**config.mk**
```make
export PLATFORM = sky130hd
export DESIGN_NAME = pipe_stage_ctrl
export DESIGN_NICKNAME = d
export VERILOG_FILES = /design/src/rtl/pipe_stage_ctrl_pkg.sv /design/src/rtl/pipe_stall_counter.sv /design/src/rtl/pipe_stage_ctrl.sv
export SDC_FILE = /design/constraint.sdc
export NUM_CORES = 1
export LEC_CHECK = 0
export CORE_AREA = 2 2 75 77
export DETAILED_ROUTE_END_ITERATION = 10
export DIE_AREA = 0 0 77 79
export PLACE_DENSITY = 0.68
export RECOVER_POWER = 25
export SLEW_MARGIN = 5
export SYNTH_ARGS = -nofsm -noshare
export SYNTH_HDL_FRONTEND = slang
export SYNTH_HIERARCHICAL = 1
export SYNTH_SLANG_ARGS = --single-unit
```
**constraint.sdc**
```tcl
create_clock -name clk -period 8.3 [get_ports clk]
set_input_delay 1.66 -clock clk [delete_from_list [all_inputs] [get_ports clk]]
set_output_delay 1.66 -clock clk [all_outputs]
set_load 0.01 [all_outputs]
```
**src/rtl/pipe_stage_ctrl_pkg.sv**
```systemverilog
// Shared definitions for the pipeline controller and the hazard unit.
package pipe_stage_ctrl_pkg;

    localparam int PIPE_MAX_STAGES    = 16;
    localparam int PIPE_CNT_W_DEFAULT = 32;

    // Boundary i dies when any stage at or older than i squashes; this is the
    // prefix-OR of the effective squash vector taken from the oldest end.
    function automatic logic [PIPE_MAX_STAGES-1:0] pipe_kill_prefix(
        input logic [PIPE_MAX_STAGES-1:0] sq_eff
    );
        logic [PIPE_MAX_STAGES-1:0] kill;
        logic                       acc;
        acc  = 1'b0;
        kill = '0;
        for (int k = PIPE_MAX_STAGES-1; k >= 0; k--) begin
            acc     = acc | sq_eff[k];
            kill[k] = acc;
        end
        return kill;
    endfunction

endpackage

```
**src/rtl/pipe_stall_counter.sv**
```systemverilog
// Saturating event counter with synchronous clear; counts stalled cycles.
module pipe_stall_counter
    import pipe_stage_ctrl_pkg::*;
#(
    parameter int CNT_W = PIPE_CNT_W_DEFAULT
) (
    input  logic             clk,
    input  logic             reset,
    input  logic             clr,
    input  logic             inc,
    output logic [CNT_W-1:0] count
);

    // Increment that sticks at all-ones instead of wrapping.
    function automatic logic [CNT_W-1:0] sat_inc(input logic [CNT_W-1:0] v);
        return (&v) ? v : v + CNT_W'(1);
    endfunction

    // Clear wins over increment; reset behaves like a clear.
    always_ff @(posedge clk) begin
        if (reset) begin
            count <= '0;
        end else if (clr) begin
            count <= '0;
        end else if (inc) begin
            count <= sat_inc(count);
        end
    end

endmodule

```
**src/rtl/pipe_stage_ctrl.sv**
```systemverilog
// Per-boundary enable/squash generator for an in-order pipeline.
// Stage 0 is the youngest (fetch), stage NUM_STAGES-1 the oldest.
module pipe_stage_ctrl
    import pipe_stage_ctrl_pkg::*;
#(
    parameter int NUM_STAGES = 5,
    parameter int CNT_W      = PIPE_CNT_W_DEFAULT
) (
    input  logic                  clk,
    input  logic                  reset,
    input  logic                  in_valid,
    output logic                  in_ready,
    input  logic [NUM_STAGES-1:0] stall_req,
    input  logic [NUM_STAGES-1:0] squash_req,
    output logic [NUM_STAGES-1:0] en,
    output logic [NUM_STAGES-1:0] squashn,
    output logic [NUM_STAGES-1:0] valid,
    output logic [NUM_STAGES-1:0] stalled,
    output logic                  retire,
    input  logic                  cnt_clr,
    output logic [CNT_W-1:0]      stall_cycles
);

    logic [NUM_STAGES-1:0]      stall_chain;
    logic [NUM_STAGES-1:0]      sq_eff;
    logic [NUM_STAGES-1:0]      kill;
    logic [PIPE_MAX_STAGES-1:0] sq_pad;
    logic [NUM_STAGES-1:0]      up_valid;
    logic [NUM_STAGES-1:0]      up_adv;
    logic [NUM_STAGES-1:0]      valid_next;

    // Backward stall propagation: a live stage holds if it asks to or the
    // stage ahead of it holds; an empty stage absorbs the stall.
    always_comb begin
        logic older;
        older       = 1'b0;
        stall_chain = '0;
        for (int i = NUM_STAGES-1; i >= 0; i--) begin
            stall_chain[i] = valid[i] & (stall_req[i] | older);
            older          = stall_chain[i];
        end
    end

    // Redirects count only from live stages on the cycle they advance.
    always_comb begin
        sq_eff                    = squash_req & valid & ~stall_chain;
        sq_pad                    = '0;
        sq_pad[NUM_STAGES-1:0]    = sq_eff;
        kill                      = NUM_STAGES'(pipe_kill_prefix(sq_pad));
    end

    // What feeds each boundary: fetch for boundary 0, otherwise the next
    // younger stage, which only hands over when it is live and moving.
    generate
        for (genvar g = 0; g < NUM_STAGES; g++) begin : g_bnd
            if (g == 0) begin : g_src_fetch
                assign up_valid[g] = in_valid;
                assign up_adv[g]   = in_valid;
            end else begin : g_src_stage
                assign up_valid[g] = valid[g-1];
                assign up_adv[g]   = valid[g-1] & ~stall_chain[g-1];
            end
            // Clear on reset, on kill, or when an advancing stage has nothing
            // arriving (bubble); clear overrides the load enable.
            assign squashn[g] = ~reset & ~kill[g] & (stall_chain[g] | up_adv[g]);
        end
    endgenerate

    assign en       = reset ? '0 : ~stall_chain;
    assign stalled  = reset ? '0 : stall_chain;
    assign in_ready = ~reset & ~stall_chain[0];
    assign retire   = ~reset & valid[NUM_STAGES-1] & ~stall_chain[NUM_STAGES-1];

    // Valid bits follow exactly what the pipeline registers will hold.
    always_comb begin
        valid_next = valid;
        for (int i = 0; i < NUM_STAGES; i++) begin
            if (!squashn[i]) begin
                valid_next[i] = 1'b0;
            end else if (!stall_chain[i]) begin
                valid_next[i] = up_valid[i];
            end
        end
    end

    // Valid registers; reset empties the whole pipe.
    always_ff @(posedge clk) begin
        if (reset) begin
            valid <= '0;
        end else begin
            valid <= valid_next;
        end
    end

    pipe_stall_counter #(
        .CNT_W (CNT_W)
    ) u_stall_cnt (
        .clk   (clk),
        .reset (reset),
        .clr   (cnt_clr),
        .inc   (|stalled),
        .count (stall_cycles)
    );

endmodule
```
==> flow_summary.json, run 1 <==
{
  "place_hpwl_mm": 3.79,
  "row_count": 27,
  "worst_path_dominant_cell_family": "buffers and inverters",
  "cp_cell_sequence": "dlygate4sd3_1 -> o21bai_1 -> o21bai_1 -> a211oi_1 -> clkdlybuf4s50_1",
  "max-cap-violations": 0,
  "synthCells": 246,
  "die_height_um": 79,
  "finalNonFillerCells": 385,
  "clkSinkCount": 37,
  "layout_commonest_cell": "clkdlybuf4s50_1",
  "cpPeakStageDelay_ns": 0.71,
  "ir_drop_v": 0.0000503,
  "antenna_found_initial": 0,
  "clock.fmax_mhz": 183,
  "htreeDepth": 2,
  "post_cts_resized": 0,
  "tightest_slew_ns": 0.794,
  "postSynthAreaPerCell_sq_um": 8.29,
  "async_flop_share_pct": 0,
  "power.leakage_nw": 0.919,
  "final-setup-viol-count": 0,
  "grt_start_max_net_pins": 30,
  "hold_ws_ns": 0.510,
  "grt_pass1_wl_mm": 8.52,
  "viasPerCell": 5.37,
  "final_core_util_pct": 53.1,
  "timing.hold.worst.class": "reg -> reg",
  "final.period_utilization_pct": 65.8,
  "cts_tree": "built",
  "gp_congestion": 0.774,
  "clk_path_buf_depth": 2,
  "synth_area_sq_um": 2040,
  "outcome": "complete, no violations",
  "critical_path_class": "in -> out",
  "fin_setup_tns_ns": 0,
  "insertedDiodeCount": 0,
  "ys_seq_elements": 37,
  "io_buffers": 67,
  "synth_ff_type": "dfxtp_1",
  "start_util_pct": 38.2,
  "final_nets": 327,
  "dr.pass1.iters": 4,
  "root_buffer": "clkbuf_8",
  "syn_nets": 261,
  "fp.dieW_um": 77,
  "synth_edf_count": 0,
  "endpoint_kind": "primary output",
  "layout-drive-gt1-share_pct": 9.27,
  "post-cts-setup-buffer-count": 0,
  "grt.total_usage_pct": 17.1,
  "min_period_ns": 5.46,
  "grt_pass1_vias": 1906,
  "cpMaxStageDelayCell": "dlygate4sd3_1",
  "maxSlewViolCount": 0,
  "critical_path_buf_inv_count": 2,
  "drc": 0,
  "cpMostUsedCell": "o21bai_1",
  "cp.required_ns": 6.64,
  "hold_violations": 0,
  "drt_iter0_drc": 116,
  "cts_hold_buf": 0,
  "slew_headroom_pct": 47.0,
  "yosys_warnings": 6,
  "fin_skew_ns": 0.00311,
  "vias": 2067,
  "cp-start-kind": "input pin",
  "wl_per_cell_um": 13.4,
  "synthDistinctLibCells": 55,
  "critPathMaxFanout": 15,
  "area.growth.synth_to_final_pct": 39.0,
  "io-pin-count": 68,
  "coreArea_sq_um": 5340,
  "overflow": 0,
  "ys_seq_area_share_pct": 36.3,
  "wirelength_mm": 5.16,
  "grt_setup_unrepaired": "false",
  "cts_made_buffers": 5,
  "clk_pin_slew_ns": 0.07,
  "die-area_sq_um": 6080,
  "p_per_area_nw_per_um2": 116,
  "place_inst": 377,
  "drtAntennaViolNets": 0,
  "cp.arrival_ns": 3.80,
  "clock_latency_ns": 0.29,
  "mostFrequentLayoutCells": "clkdlybuf4s50_1 (47), dfxtp_1 (37), a21oi_1 (28)"
}
==> cells in the mapped netlist (3+ instances only) <==
library cell | number | area share (%)
nor3_1 | 4 | 0.98
nand2_1 | 18 | 3.3
inv_1 | 5 | 0.92
clkbuf_1 | 4 | 0.74
or2_2 | 3 | 0.92
or3_1 | 17 | 5.2
xor2_1 | 5 | 2.1
a21oi_1 | 28 | 6.9
nor4_1 | 3 | 0.92
and3_2 | 3 | 1.1
nor2b_1 | 3 | 0.92
nand3_1 | 9 | 2.2
a31oi_1 | 3 | 0.92
nand4_1 | 7 | 2.1
or4_1 | 4 | 1.5
nor2_1 | 22 | 4.1
dfxtp_1 | 37 | 36
o31ai_1 | 5 | 1.8
o21ai_0 | 21 | 5.2
==> worst paths after layout <==
path,from,end,slack [ns],cells after the start
hold / removal,u_stall_cnt/count[31],u_stall_cnt/count[31],0.51,2
setup reg to reg,valid[4],u_stall_cnt/count[18],5.37,9
hold reg to reg,u_stall_cnt/count[31],u_stall_cnt/count[31],0.51,2
setup / recovery,reset,squashn[0],2.84,5
==> report_power, final <==
| group | internal (mW) | switching, mW | total [mW] |
|---|---|---|---|
| logic | 0.0150 | 0.0141 | 0.0291 |
| registers | 0.178 | 0.00137 | 0.180 |
| clock network | 0.0596 | 0.0593 | 0.119 |
==> area by class of cell <==
type,count,area [sq um]
Inverter,5,18.8
Sequential cell,37,741
Timing Repair Buffer,67,671
Tap cell,72,90.1
Multi-Input combinational cell,196,1230
Clock buffer,8,80.1
Fill cell,556,2500
==> stage by stage <==
step / instance area (sq um) / worst slack (ns) / total power [mW]
finish: 2830 / 2.84 / 0.328
global route: 2830 / 2.69 / 0.344
CTS: 2840 / 2.90 / 0.332
detailed placement: 2760 / 2.92 / 0.213
global placement: 2760 / 2.95 / 0.213
floorplan: 2040 / 4.02 / 0.197
==> worst register-to-register path: cells and delay by family, from the launching register on <==
family           cells  cell delay (ns)
flip-flops           1             0.42
AO/OA/AOI/OAI        5             1.21
AND/OR/NAND/NOR      4             1.22
==> layer usage <==
| layer | routed length, um | GRT usage (%) |
|---|---|---|
| met5 | 0 | 0 |
| met1 | 2330 | 20.8 |
| met3 | 353 | 6.48 |
| met4 | 49 | 5.00 |
| met2 | 2430 | 28.3 |
==> sequential cells by signal (all words and copies together), names as in the netlist <==
name	count
valid	5
u_stall_cnt/count	32
==> cells by family after synthesis <==
logic type,synth area share (%)
buffers and inverters,3.01
flip-flops,36.3
adder cells (fa/ha/maj),0.614
multiplexers,0.552
XOR/XNOR,3.01
AND/OR/NAND/NOR,31.4
AO/OA/AOI/OAI,25.0
Note: power is estimated with default switching activity, not from simulation.
==> run 2: changes to the inputs <==
- PLACE_DENSITY: 0.68 -> 0.7
- clock period: 8.3 -> 4.7 ns (I/O delays scaled with it)
==> run 2 against run 1 <==
  * Critical path depth grew 1
  * Register-to-register slack lost 3.6 ns
  * Clock skew is essentially flat
  * Clock power grew 78%
  * Largest cell class unchanged
==> flow_summary.json, run 2 (synthesized netlist as in run 1, its figures left out) <==
{
  "endpoint_kind": "primary output",
  "gp_congestion": 0.742,
  "outcome": "complete, no violations",
  "cp-start-kind": "input pin",
  "cts_hold_buf": 0,
  "die-area_sq_um": 6080,
  "coreArea_sq_um": 5340,
  "hold_violations": 0,
  "post_cts_resized": 0,
  "final.period_utilization_pct": 85.3,
  "wirelength_mm": 5.17,
  "maxSlewViolCount": 0,
  "grtUsageMet2_pct": 29.8,
  "final-setup-viol-count": 0,
  "slew_headroom_pct": 45.7,
  "final_nets": 328,
  "grt_pass1_vias": 1950,
  "clk_path_buf_depth": 2,
  "critical_path_class": "in -> out",
  "p_per_area_nw_per_um2": 205,
  "power.leakage_nw": 0.915,
  "cpMaxStageDelayCell": "clkdlybuf4s50_1",
  "finish.instance_area_sq_um": 2840,
  "finalNonFillerCells": 386,
  "clock.fmax_mhz": 250,
  "htreeDepth": 2,
  "use_met3_pct": 5.34,
  "tightest_slew_ns": 0.813,
  "use_met1_pct": 21.2,
  "cp.arrival_ns": 3.07,
  "cts_tree": "built",
  "root_buffer": "clkbuf_8",
  "viasPerCell": 5.35,
  "row_count": 27,
  "post-cts-setup-buffer-count": 0,
  "grt_start_max_net_pins": 30,
  "grt-busiest-layer": "met2",
  "fillCellCount": 532,
  "insertedDiodeCount": 0,
  "drc": 0,
  "fin_skew_ns": 0.00339,
  "ir_drop_v": 0.000120,
  "max-cap-violations": 0,
  "place_area_sq_um": 2760,
  "place_hpwl_mm": 3.82,
  "mostFrequentLayoutCells": "clkdlybuf4s50_1 (50), dfxtp_1 (37), a21oi_1 (28)",
  "fin_setup_tns_ns": 0,
  "grt.total_usage_pct": 17.6,
  "critPathMaxFanout": 15,
  "cp_cell_sequence": "clkdlybuf4s50_1 -> clkbuf_1 -> o21bai_1 -> o21bai_1 -> a211oi_1 -> clkdlybuf4s50_1",
  "grt_pass1_wl_mm": 8.82,
  "final_core_util_pct": 53.1,
  "dr.pass1.iters": 4,
  "clkSinkCount": 37,
  "layout-drive-gt1-share_pct": 9.24,
  "grt_setup_unrepaired": "false",
  "vias": 2067,
  "cp.required_ns": 3.76,
  "antenna_found_initial": 0,
  "drtAntennaViolNets": 0,
  "start_util_pct": 38.2,
  "top_register": "u_stall_cnt/count",
  "clock_latency_ns": 0.28,
  "area.growth.synth_to_final_pct": 39.2,
  "drt_iter0_drc": 108,
  "cpPeakStageDelay_ns": 0.59,
  "io-pin-count": 68,
  "place_inst": 378,
  "fp.dieW_um": 77,
  "timing.hold.worst.class": "reg -> reg",
  "io_buffers": 67,
  "clk_pin_slew_ns": 0.07,
  "largest_reg_flops": 32,
  "overflow": 0,
  "die_height_um": 79,
  "min_period_ns": 4.01,
  "reg_top3": "u_stall_cnt/count (32), valid (5)",
  "wl_per_cell_um": 13.4,
  "layout_commonest_cell": "clkdlybuf4s50_1",
  "cts_made_buffers": 5
}
-- run 2: changes by cell type in the layout (fill, tap and decap cells not counted) --
cell | before | now
clkdlybuf4s50_1 | 47 | 50
dlygate4sd3_1 | 20 | 17
clkbuf_1 | 3 | 4
-- run 2: routing by layer --
metal  part of all wire, %  routed length (um)
met1                    46                2360
met3                   7.4                 384
met5                     0                   0
met4                   1.1                  55
met2                    46                2370
-- run 2: layout make-up --
type | count | area (sq um) | area share (%)
Tap cell | 72 | 90.1 | 3.18
Inverter | 5 | 18.8 | 0.662
Timing Repair Buffer | 68 | 674 | 23.8
Clock buffer | 8 | 80.1 | 2.82
Multi-Input combinational cell | 196 | 1230 | 43.4
Sequential cell | 37 | 741 | 26.1
-- run 2: through the flow --
step / hold slack, ns / power, mW / setup slack (ns)
CTS: 0.505 / 0.588 / 0.847
detailed placement: 0.495 / 0.378 / 0.739
finish: 0.498 / 0.582 / 0.693
floorplan: 0.510 / 0.347 / 1.58
global placement: 0.482 / 0.377 / 0.836
global route: 0.523 / 0.607 / 0.504
-- run 2: power by group --
part / internal (mW) / leakage, nW / switching, mW
Combinational: 0.0268 / 0.577 / 0.0255
Sequential: 0.315 / 0.298 / 0.00233
Clock: 0.105 / 0.0395 / 0.107
-- run 2: path summary, 6_finish.rpt --
check	startpoint	endpoint	slack, ns	cells after the start
setup / recovery	reset	squashn[0]	0.69	6
hold / removal	u_stall_cnt/count[31]	u_stall_cnt/count[31]	0.50	2
setup reg to reg	valid[4]	u_stall_cnt/count[29]	1.77	9
hold reg to reg	u_stall_cnt/count[31]	u_stall_cnt/count[31]	0.50	2
-- run 2: worst max-delay path, delay by kind of cell --
kind | cells | cell delay, ns
buf+inv | 3 | 1.25
compound gates | 3 | 0.88
